**config.mk**
```make
export PLATFORM = sky130hd
export DESIGN_NAME = bus_rr
export DESIGN_NICKNAME = d
export VERILOG_FILES = /design/src/rtl/bus_rr.sv
export SDC_FILE = /design/constraint.sdc
export NUM_CORES = 1
export LEC_CHECK = 0
export BUFFER_PORTS_ARGS = -buffer_cell sky130_fd_sc_hd__clkbuf_2
export CAP_MARGIN = 20
export CORE_AREA = 5 5 337 339
export DETAILED_ROUTE_END_ITERATION = 10
export DIE_AREA = 0 0 342 344
export PLACE_DENSITY_LB_ADDON = 0.3
export RECOVER_POWER = 100
export SKIP_CTS_REPAIR_TIMING = 1
export SLEW_MARGIN = 20
export SYNTH_ARGS = -nofsm -noshare
export SYNTH_HDL_FRONTEND = slang
export SYNTH_SLANG_ARGS = --single-unit
```
**constraint.sdc**
```tcl
create_clock -name clk_i -period 5.4 [get_ports clk_i]
set_clock_uncertainty 0.1 [all_clocks]
set_input_delay 0.81 -clock clk_i [delete_from_list [all_inputs] [get_ports clk_i]]
set_output_delay 0.81 -clock clk_i [all_outputs]
set_load 0.05 [all_outputs]
```
**src/rtl/bus_rr.sv**
```systemverilog
// bus_rr: round-robin arbiter for NrHosts onto base/mask-decoded devices, with an
// in-order FIFO that routes each response back to the host that issued it.
module bus_rr #(
  parameter int NrHosts        = 2,
  parameter int NrDevices      = 4,
  parameter int DataWidth      = 32,
  parameter int AddressWidth   = 32,
  parameter int MaxOutstanding = 2
) (
  input  logic                      clk_i,
  input  logic                      rst_i,
  input  logic [NrHosts-1:0]        host_req_i,
  output logic [NrHosts-1:0]        host_gnt_o,
  input  logic [AddressWidth-1:0]   host_addr_i [NrHosts],
  input  logic [NrHosts-1:0]        host_we_i,
  input  logic [DataWidth/8-1:0]    host_be_i [NrHosts],
  input  logic [DataWidth-1:0]      host_wdata_i [NrHosts],
  output logic [NrHosts-1:0]        host_rvalid_o,
  output logic [DataWidth-1:0]      host_rdata_o [NrHosts],
  output logic [NrHosts-1:0]        host_err_o,
  output logic [NrDevices-1:0]      device_req_o,
  output logic [AddressWidth-1:0]   device_addr_o [NrDevices],
  output logic [NrDevices-1:0]      device_we_o,
  output logic [DataWidth/8-1:0]    device_be_o [NrDevices],
  output logic [DataWidth-1:0]      device_wdata_o [NrDevices],
  input  logic [NrDevices-1:0]      device_rvalid_i,
  input  logic [DataWidth-1:0]      device_rdata_i [NrDevices],
  input  logic [NrDevices-1:0]      device_err_i,
  input  logic [AddressWidth-1:0]   cfg_device_addr_base [NrDevices],
  input  logic [AddressWidth-1:0]   cfg_device_addr_mask [NrDevices]
);
  localparam int HostW = (NrHosts > 1) ? $clog2(NrHosts) : 1;
  localparam int TgtW  = $clog2(NrDevices + 1);
  localparam int PtrW  = (MaxOutstanding > 1) ? $clog2(MaxOutstanding) : 1;
  localparam int CntW  = $clog2(MaxOutstanding + 1);
  localparam logic [TgtW-1:0] Unmapped = TgtW'(NrDevices);

  logic [HostW-1:0] rr_ptr_q, rr_ptr_d;
  logic [TgtW-1:0]  last_tgt_q, last_tgt_d;
  logic [PtrW-1:0]  wr_ptr_q, wr_ptr_d, rd_ptr_q, rd_ptr_d;
  logic [CntW-1:0]  count_q, count_d;
  logic [HostW-1:0] fifo_host_q [MaxOutstanding];
  logic [TgtW-1:0]  fifo_tgt_q [MaxOutstanding];

  logic                 cand_valid, gnt, pop, fifo_empty, fifo_full;
  logic [HostW-1:0]     cand_host, head_host;
  logic [TgtW-1:0]      cand_tgt, head_tgt;
  logic                 head_rvalid, head_err;
  logic [DataWidth-1:0] head_rdata;
  logic [NrDevices-1:0] head_onehot;

  function automatic logic [PtrW-1:0] ptr_inc(input logic [PtrW-1:0] p);
    return (p == PtrW'(MaxOutstanding - 1)) ? '0 : p + 1'b1;
  endfunction

  assign fifo_empty = (count_q == '0);
  assign fifo_full  = (count_q == CntW'(MaxOutstanding));
  assign head_host  = fifo_host_q[rd_ptr_q];
  assign head_tgt   = fifo_tgt_q[rd_ptr_q];

  // Two passes: hosts after the last winner first, then the wrap-around part.
  always_comb begin
    cand_valid = 1'b0;
    cand_host  = '0;
    for (int h = 0; h < NrHosts; h++) begin
      if (!cand_valid && host_req_i[h] && h > int'(rr_ptr_q)) begin
        cand_valid = 1'b1;
        cand_host  = HostW'(h);
      end
    end
    for (int h = 0; h < NrHosts; h++) begin
      if (!cand_valid && host_req_i[h] && h <= int'(rr_ptr_q)) begin
        cand_valid = 1'b1;
        cand_host  = HostW'(h);
      end
    end
  end

  always_comb begin
    cand_tgt = Unmapped;
    for (int d = NrDevices - 1; d >= 0; d--) begin
      if ((host_addr_i[cand_host] & cfg_device_addr_mask[d]) == cfg_device_addr_base[d]) begin
        cand_tgt = TgtW'(d);
      end
    end
  end

  // Unmapped entries complete on their own as soon as they reach the head.
  always_comb begin
    head_rvalid = (head_tgt == Unmapped);
    head_err    = (head_tgt == Unmapped);
    head_rdata  = '0;
    head_onehot = '0;
    for (int d = 0; d < NrDevices; d++) begin
      if (head_tgt == TgtW'(d)) begin
        head_rvalid    = device_rvalid_i[d];
        head_err       = device_err_i[d];
        head_rdata     = device_rdata_i[d];
        head_onehot[d] = 1'b1;
      end
    end
  end

  assign pop = !rst_i && !fifo_empty && head_rvalid;
  // A new target must wait for the FIFO to drain so responses stay in order.
  assign gnt = !rst_i && cand_valid && (!fifo_full || pop) &&
               (fifo_empty || cand_tgt == last_tgt_q);

  always_comb begin
    host_gnt_o   = '0;
    device_req_o = '0;
    device_we_o  = '0;
    for (int d = 0; d < NrDevices; d++) begin
      device_addr_o[d]  = '0;
      device_be_o[d]    = '0;
      device_wdata_o[d] = '0;
    end
    if (gnt) begin
      host_gnt_o[cand_host] = 1'b1;
      for (int d = 0; d < NrDevices; d++) begin
        if (cand_tgt == TgtW'(d)) begin
          device_req_o[d]   = 1'b1;
          device_addr_o[d]  = host_addr_i[cand_host];
          device_we_o[d]    = host_we_i[cand_host];
          device_be_o[d]    = host_be_i[cand_host];
          device_wdata_o[d] = host_wdata_i[cand_host];
        end
      end
    end
  end

  always_comb begin
    host_rvalid_o = '0;
    host_err_o    = '0;
    for (int h = 0; h < NrHosts; h++) begin
      host_rdata_o[h] = '0;
      if (pop && head_host == HostW'(h)) begin
        host_rvalid_o[h] = 1'b1;
        host_err_o[h]    = head_err;
        host_rdata_o[h]  = head_rdata;
      end
    end
  end

  always_comb begin
    rr_ptr_d   = rr_ptr_q;
    last_tgt_d = last_tgt_q;
    wr_ptr_d   = wr_ptr_q;
    rd_ptr_d   = rd_ptr_q;
    count_d    = count_q;
    if (gnt) begin
      rr_ptr_d   = cand_host;
      last_tgt_d = cand_tgt;
      wr_ptr_d   = ptr_inc(wr_ptr_q);
    end
    if (pop) begin
      rd_ptr_d = ptr_inc(rd_ptr_q);
    end
    if (gnt && !pop) begin
      count_d = count_q + 1'b1;
    end else if (!gnt && pop) begin
      count_d = count_q - 1'b1;
    end
  end

  always_ff @(posedge clk_i or posedge rst_i) begin
    if (rst_i) begin
      rr_ptr_q   <= HostW'(NrHosts - 1);
      last_tgt_q <= Unmapped;
      wr_ptr_q   <= '0;
      rd_ptr_q   <= '0;
      count_q    <= '0;
    end else begin
      rr_ptr_q   <= rr_ptr_d;
      last_tgt_q <= last_tgt_d;
      wr_ptr_q   <= wr_ptr_d;
      rd_ptr_q   <= rd_ptr_d;
      count_q    <= count_d;
    end
  end

  always_ff @(posedge clk_i) begin
    if (gnt) begin
      fifo_host_q[wr_ptr_q] <= cand_host;
      fifo_tgt_q[wr_ptr_q]  <= cand_tgt;
    end
  end

  // Only the device at the head of the FIFO may return a response.
  assert property (@(posedge clk_i) disable iff (rst_i)
    !fifo_empty |-> ((device_rvalid_i & ~head_onehot) == '0));

endmodule

```
==> results of run 1 <==
[worst max-delay path by stage]
stage | start | end | slack (ns) | cells after the start
5_1_grt | host_req_i[1] | device_addr_o[24] | -0.61 | 20
3_5_place_dp | host_req_i[1] | device_addr_o[60] | -1.22 | 17
3_3_place_gp | host_req_i[1] | device_addr_o[60] | -1.36 | 17
6_report | host_req_i[1] | device_addr_o[22] | -0.44 | 21
2_1_floorplan | host_req_i[1] | device_addr_o[0] | -0.56 | 16
4_1_cts | host_req_i[1] | device_addr_o[60] | -1.25 | 17
[layer usage]
| layer | wire length [um] | GRT usage | vias to the layer above |
|---|---|---|---|
| li1 | - | - | 6713 |
| met1 | 37700 | 0.171 | 6907 |
| met2 | 45300 | 0.246 | 582 |
| met3 | 6500 | 0.0415 | 76 |
| met4 | 2410 | 0.0359 | 12 |
| met5 | 88 | 0 | - |
[worst reg2reg max path: cells and delay by family (launching register included)]
family	cells	cell delay, ns
XOR/XNOR	2	0.29
AND/OR/NAND/NOR	6	1.19
multiplexers	1	0.19
AO/OA/AOI/OAI	4	1.03
buffers and inverters	9	1.37
adder cells (fa/ha/maj)	1	0.22
flip-flops	1	0.60
[area by class of cell]
class,instances,area (sq um),share of cell area
multi-input cells,1067,9840,0.445
repair buffers,1100,9690,0.438
well taps,1488,1860,0.0842
flip-flops and latches,16,443,0.0200
inverters,40,150,0.00679
clock buffers,4,88.8,0.00402
diodes,14,35.0,0.00158
[through the flow]
stage	power (mW)	area, sq um	TNS [ns]
floorplan	2.26	9860	-74.18
global placement	3.85	20100	-279.69
detailed placement	3.84	20100	-265.65
CTS	4.02	20200	-265.68
global route	5.29	22100	-143.07
finish	5.02	22100	-90.73
[flip-flops by register name, indices dropped and copies added (netlist names)]
register	count
count_q	2
fifo_host_q	2
fifo_tgt_q	6
last_tgt_q	3
rd_ptr_q	1
rr_ptr_q	1
wr_ptr_q	1
[cells by family after synthesis]
logic type      count (synthesis)  share of synthesized area
xor+xnor                      100                     0.0980
mux                           206                      0.276
compound gates                 95                     0.0927
buf+inv                       178                     0.0991
fa+ha+maj                       1                    0.00140
flops                          16                     0.0496
simple gates                  664                      0.383
[where the power goes]
part / internal, mW / total [mW] / switching (mW)
sequential: 0.170 / 0.221 / 0.0511
clock: 0.112 / 0.157 / 0.0445
combinational: 1.94 / 4.65 / 2.71
total: 2.22 / 5.02 / 2.80
[cells in the final DEF, fill, tap and decap left out, types with 68 or more instances in the layout]
cell      Yosys  layout
buf_4        22     181
buf_12        0     214
nor4_2        4     145
nor4_4        0      68
clkbuf_2      0     595
mux2i_1     170     150
nand2_1     235     233
nor4_1      281      72
nor2_1       81      81
xor2_1       99      99
==> metrics.yaml, run 1 <==
total_leakage_power_nw: 9.20
num_rows: 122
finalMaxSlewViolations: 0
synth_nets: 1795
gp_congestion: 0.866
slew_headroom: 0.178
vias_per_cell: 3.83
area_delta_synth_final_pct: 147
fin_util: 0.201
required_ns: 4.49
synth_top_area_frac: 0.197
worst_slew_pin_slew_ns: 1.20
synthTopCellsByArea: "nor4_1, mux2i_1, nand2_1"
drive_gt1_frac: 0.627
synth-seq-cells: 16
ys_warn_count: 0
syn_inst: 1260
synth_commonest_cells: "nor4_1, nand2_1, mux2i_1, xor2_1, clkbuf_1"
violations: "setup timing"
place_hpwl_mm: 79.4
grt_usage: 0.141
status: "finished with violations"
clk_path_buf_depth: 2
drcViolationCount: 0
max_freq_ghz: 0.171
r2r-start: "rr_ptr_q"
cts_tree: "done"
synth-edff-count: 8
fin_ws_ns: -0.438
pwr_density_cell_nw_per_um2: 227
reg2reg_slack_ns: 0.32
cts_buffers: 3
clkTransAtPathRegs_ns: 0.05
drt-pass1-iter-count: 5
critPathBufInv: 11
final_cells: 3729
fp.dieW_um: 342
vias: 14300
cpMostUsedCell: "buf_12"
root_buffer: "clkbuf_16"
reg2reg_depth: 23
clock_sinks: 16
cp-end-kind: "primary output"
die_area_sq_um: 118000
synthArstFlopShare: 0.500
synth-main-ff-cell: "edfxtp_1"
n_fill_cell: 12200
drv_cap: 0
ys_types: 51
hp-class: "register to register"
post-route-period-util: 1.08
syn_avg_cell_area_sq_um: 7.09
place_ws_ns: -1.22
timing_hold_violations_final: 0
antenna_found_initial: 31
dieHeight_um: 344
synth_seq_area_share: 0.0496
wl_per_cell_um: 24.7
crit_fanout: 8
clk_latency_ns: 0.24
port_buffers: 883
setup_violations: 282
critPathLaunchType: "primary input"
worstSetupPathType: "primary input to primary output"
overflow: 0
hold_path_end: "count_q[1]"
slowest_delay_ns: 0.55
rsz0062_at_grt: "yes"
htreeDepth: 1
start_util: 0.0812
crit_family: "buffers and inverters"
min-delay-start: "count_q[1]"
grt_pass1_vias: 14300
path_cells: "buf_8 -> a21boi_4 -> buf_12 -> buf_12 -> buf_12 -> mux2i_4 -> buf_4 -> buf_4 -> nand3b_1 -> a2111o_1 -> nor4_4 -> buf_4 -> nand2_4 -> nand4_1 -> nor3b_4 -> a41oi_4 -> buf_12 -> buf_12 -> buf_6 -> nor4_1 -> buf_12"
critical_path.slowest_cell: "a2111o_1"
drt-initial-drc-count: 700
holdWs_ns: 0.420
core_area_sq_um: 110000
grt_max_degree: 66
arrival_ns: 4.93
routed_wl_mm: 92.0
synth_area_sq_um: 8940
grt_pass1_wl_mm: 117
min_period_ns: 5.84
io_pins: 884
layout.nets: 2763
r2r-end: "count_q[1]"
dp_cells: 3688
ir_drop_mv: 0.203
synth_area_leader_cell: "nor4_1"
hold_depth: 1
antenna_left: 0
yosysMostFrequentCell: "nor4_1"
Power figures use the tool's default switching activity.
==> run 2, diff against run 1 <==
==> constraint.sdc (replaced) <==
create_clock -name clk_i -period 5.4 [get_ports clk_i]
set_clock_uncertainty 0.1 [all_clocks]
set_input_delay 1.08 -clock clk_i [delete_from_list [all_inputs] [get_ports clk_i]]
set_output_delay 1.08 -clock clk_i [all_outputs]
set_load 0.05 [all_outputs]
==> metrics.yaml, run 2 (synthesized netlist as in run 1, its figures left out) <==
timing_hold_violations_final: 0
core_area_sq_um: 110000
max_freq_ghz: 0.156
worstSetupPathType: "primary input to primary output"
layout.nets: 2844
dr.max_layer_used: "met5"
largest_reg_flops: 6
grt_pass1_wl_mm: 117
cpMostUsedCell: "buf_12"
critical_path.slowest_cell: "a2111o_1"
clk_latency_ns: 0.24
grt_pass1_vias: 14400
grt_usage: 0.141
fp.dieW_um: 342
drcViolationCount: 0
required_ns: 4.22
drt-pass1-iter-count: 5
vias_per_cell: 3.79
io_pins: 884
post-route-period-util: 1.19
critPathLaunchType: "primary input"
num_rows: 122
total_leakage_power_nw: 9.35
largest_register: "fifo_tgt_q"
slew_headroom: 0.205
cts_buffers: 3
ir_drop_mv: 0.244
min_period_ns: 6.43
htreeDepth: 1
vias: 14500
drt-initial-drc-count: 704
path_cells: "clkbuf_2 -> a21boi_4 -> buf_12 -> buf_12 -> buf_12 -> mux2i_4 -> buf_12 -> buf_12 -> nand3b_1 -> a2111o_1 -> nor4_4 -> buf_4 -> and2_1 -> nor2_1 -> a21oi_2 -> a41oi_4 -> buf_12 -> buf_16 -> buf_12 -> nor4_1 -> buf_4"
cp-end-kind: "primary output"
fin_ws_ns: -1.03
crit_fanout: 26
place_hpwl_mm: 80.2
final_cells: 3813
grt_max_degree: 97
port_buffers: 883
area_delta_synth_final_pct: 140
start_util: 0.0812
finalMaxSlewViolations: 0
met1Wirelength_mm: 34.8
dieHeight_um: 344
cts_tree: "done"
violations: "setup timing"
dp_cells: 3776
gp_congestion: 0.869
clock_sinks: 16
rsz0062_at_grt: "yes"
final_cell_mix: "clkbuf_2, buf_4, nand2_1"
drv_cap: 0
wl_met3_mm: 7.96
wl_met2_mm: 45.2
place_ws_ns: -1.90
hp-class: "register to register"
antenna_left: 0
clkTransAtPathRegs_ns: 0.05
crit_family: "buffers and inverters"
antenna_found_initial: 26
root_buffer: "clkbuf_16"
layout_commonest_cell: "clkbuf_2"
overflow: 0
pwr_density_cell_nw_per_um2: 209
drive_gt1_frac: 0.608
worst_slew_pin_slew_ns: 1.16
clk_path_buf_depth: 2
routed_wl_mm: 90.6
arrival_ns: 5.25
wl_per_cell_um: 23.8
status: "finished with violations"
die_area_sq_um: 118000
setup_violations: 282
slowest_delay_ns: 0.49
critPathBufInv: 11
reg_top3: "fifo_tgt_q (6), last_tgt_q (3)"
-- run 2: final timing paths --
| check | startpoint | endpoint | slack, ns | cells past startpoint |
|---|---|---|---|---|
| min in group asynchronous | rst_i | rd_ptr_q | 0.80 | 2 |
| min reg2reg | count_q[1] | count_q[1] | 0.43 | 1 |
| max in group asynchronous | rst_i | last_tgt_q[2] | 4.08 | 2 |
| max | host_req_i[1] | device_wdata_o[90] | -1.03 | 21 |
| min | count_q[1] | count_q[1] | 0.43 | 1 |
| max reg2reg | rr_ptr_q | count_q[1] | 0.49 | 23 |
-- run 2: cell type report --
| class | count | area, sq um |
|---|---|---|
| Fill cell | 12300 | 88600 |
| Multi-Input combinational cell | 1066 | 9550 |
| Timing Repair Buffer | 1182 | 9290 |
| Tap cell | 1488 | 1860 |
| Sequential cell | 16 | 443 |
| Inverter | 40 | 150 |
| Clock buffer | 3 | 75.1 |
| Antenna cell | 17 | 42.5 |
| Clock inverter | 1 | 3.75 |
-- run 2: power breakdown --
group	total [mW]	switching (mW)	internal, mW
clock network	0.144	0.0457	0.0982
logic	4.11	2.49	1.62
registers	0.220	0.0506	0.170
total	4.47	2.58	1.89
-- run 2: routing by layer --
metal	global-route usage	vias to the layer above
met5	0	-
met4	0.0358	14
met3	0.0448	70
met2	0.251	609
met1	0.164	6879
li1	-	6882
-- run 2: per-stage QoR --
step	util	power, mW	area [sq um]	hold WS, ns	setup TNS [ns]
5_1_grt	0.194	4.73	21400	0.461	-283.96
6_report	0.195	4.47	21400	0.429	-238.94
4_1_cts	0.186	4.31	20400	0.434	-452.44
2_1_floorplan	-	2.41	10200	0.377	-211.25
3_3_place_gp	0.185	4.14	20400	0.414	-433.84
3_5_place_dp	0.185	4.14	20400	0.424	-454.11
==> run 3, diff against run 2 <==
--- a/config.mk
+++ b/config.mk
@@ -7,9 +7,11 @@
 export LEC_CHECK = 0
 export BUFFER_PORTS_ARGS = -buffer_cell sky130_fd_sc_hd__clkbuf_2
 export CAP_MARGIN = 20
-export CORE_AREA = 5 5 337 339
+export CELL_PAD_IN_SITES_DETAIL_PLACEMENT = 1
+export CELL_PAD_IN_SITES_GLOBAL_PLACEMENT = 2
+export CORE_AREA = 5 5 343 345
 export DETAILED_ROUTE_END_ITERATION = 10
-export DIE_AREA = 0 0 342 344
+export DIE_AREA = 0 0 348 350
 export PLACE_DENSITY_LB_ADDON = 0.3
 export RECOVER_POWER = 100
 export SKIP_CTS_REPAIR_TIMING = 1
==> metrics.yaml, run 3 (synthesized netlist as in run 1, its figures left out) <==
status: "finished with violations"
violations: "setup timing"
critical_path.slowest_cell: "a2111o_1"
grt_max_degree: 97
clkTransAtPathRegs_ns: 0.05
required_ns: 4.22
hp-class: "register to register"
drive_gt1_frac: 0.647
pwr_density_cell_nw_per_um2: 237
antenna_left: 0
cts_buffers: 3
r2r-start: "rr_ptr_q"
total_leakage_power_nw: 10.1
drcViolationCount: 0
place_ws_ns: -1.70
ir_drop_mv: 0.231
max_freq_ghz: 0.157
crit_fanout: 7
drv_cap: 0
path_cells: "buf_8 -> a21boi_4 -> buf_6 -> buf_12 -> clkbuf_16 -> mux2i_4 -> buf_6 -> nand3b_1 -> a2111o_1 -> nor4_4 -> buf_4 -> nand2_4 -> buf_6 -> nand4_1 -> nor3b_4 -> a41oi_4 -> buf_12 -> buf_12 -> buf_8 -> nor4_4 -> buf_12"
routed_wl_mm: 96.1
vias: 14800
clock_sinks: 16
critPathLaunchType: "primary input"
grt_pass1_wl_mm: 121
area_delta_synth_final_pct: 167
fin_ws_ns: -0.989
worst_slew_pin_slew_ns: 1.33
die_area_sq_um: 122000
slowest_delay_ns: 0.51
cp-end-kind: "primary output"
cpMostUsedCell: "buf_12"
htreeDepth: 1
place_hpwl_mm: 80.2
critPathLaunch: "host_req_i[1]"
grt_usage: 0.138
clk_path_buf_depth: 2
worstSetupPathType: "primary input to primary output"
min_period_ns: 6.39
layout.nets: 2903
setup_violations: 283
cts_tree: "done"
gp_congestion: 0.855
grt_pass1_vias: 15200
num_rows: 124
slew_headroom: 0.116
antenna_found_initial: 18
root_buffer: "clkbuf_16"
wl_per_cell_um: 24.7
clk_latency_ns: 0.25
overflow: 0
vias_per_cell: 3.80
core_area_sq_um: 114000
start_util: 0.0785
timing_hold_violations_final: 0
drt-pass1-iter-count: 5
layout_commonest_cell: "clkbuf_2"
post-route-period-util: 1.18
crit_family: "buffers and inverters"
arrival_ns: 5.21
io_pins: 884
final_cell_mix: "clkbuf_2, buf_4, nand2_1"
min-delay-start: "count_q[1]"
largest_reg_flops: 6
dieHeight_um: 350
fp.dieW_um: 348
totalPowerFinal_mw: 5.66
finalMaxSlewViolations: 0
largest_register: "fifo_tgt_q"
port_buffers: 883
rsz0062_at_grt: "yes"
drt-initial-drc-count: 529
reg_top3: "fifo_tgt_q (6), last_tgt_q (3)"
critPathBufInv: 11
## run 3: changes by cell type in the layout (fill, tap and decap cells not counted), sizes merged
cell,before,now
buf,467,603
clkbuf,718,641
diode,17,8
## run 3: routing by layer
| metal | share of wire | GRT usage | vias to the layer above |
|---|---|---|---|
| met5 | 0.00063 | 0 | - |
| li1 | - | - | 7000 |
| met1 | 0.40 | 0.164 | 7230 |
| met4 | 0.0085 | 0.00873 | 8 |
| met3 | 0.057 | 0.0341 | 42 |
| met2 | 0.53 | 0.261 | 489 |
## run 3: per-stage QoR
stage	instances	utilization	TNS [ns]	area (sq um)	hold slack (ns)
6_report	3887	0.210	-242.66	23900	0.433
3_5_place_dp	3803	0.182	-399.60	20700	0.416
4_1_cts	3807	0.182	-403.01	20800	0.440
5_1_grt	3881	0.210	-295.49	23900	0.468
2_1_floorplan	1260	-	-211.25	10200	0.377
3_3_place_gp	3803	0.182	-392.67	20700	0.413
## run 3: final cells by class
class                   count  area, sq um
diodes                      8         20.0
repair buffers           1241        10900
inverters                  40          150
multi-input cells        1066        10400
clock buffers               3         75.1
fillers                 13400        90000
flip-flops and latches     16          443
well taps                1512         1890
clock inverters             1         3.75
## run 3: worst register-to-register path, stage by stage, from the launching register on
cell and delay, ns:
dfstp_2 0.60, a21boi_4 0.09, buf_6 0.13, buf_12 0.13, clkbuf_16 0.19, mux2i_4 0.20
buf_6 0.12, nand3b_1 0.14, a2111o_1 0.51, nor4_4 0.35, buf_4 0.19, nand2_4 0.05
buf_6 0.14, buf_4 0.15, a41oi_4 0.21, nor3b_4 0.08, a41oi_4 0.30, buf_4 0.27
clkbuf_16 0.26, nor2_1 0.07, ha_1 0.24, xor2_1 0.14, nor2_1 0.14, xor2_1 0.17
## run 3: final timing paths
check                                endpoint  slack [ns]  depth (start not counted)
min                                count_q[1]        0.43                          1
max in group asynchronous            rd_ptr_q        3.65                          4
max reg2reg                        count_q[1]        0.35                         23
max                        device_wdata_o[98]       -0.99                         21
min reg2reg                        count_q[1]        0.43                          1
min in group asynchronous          count_q[0]        1.16                          4
## run 3: power by group
group          leakage (nW)  total [mW]  switching (mW)  internal, mW
Sequential            0.166       0.223          0.0533         0.170
Combinational          9.93        5.29            2.95          2.35
Clock                0.0386       0.147          0.0487        0.0983
Total                  10.1        5.66            3.05          2.61
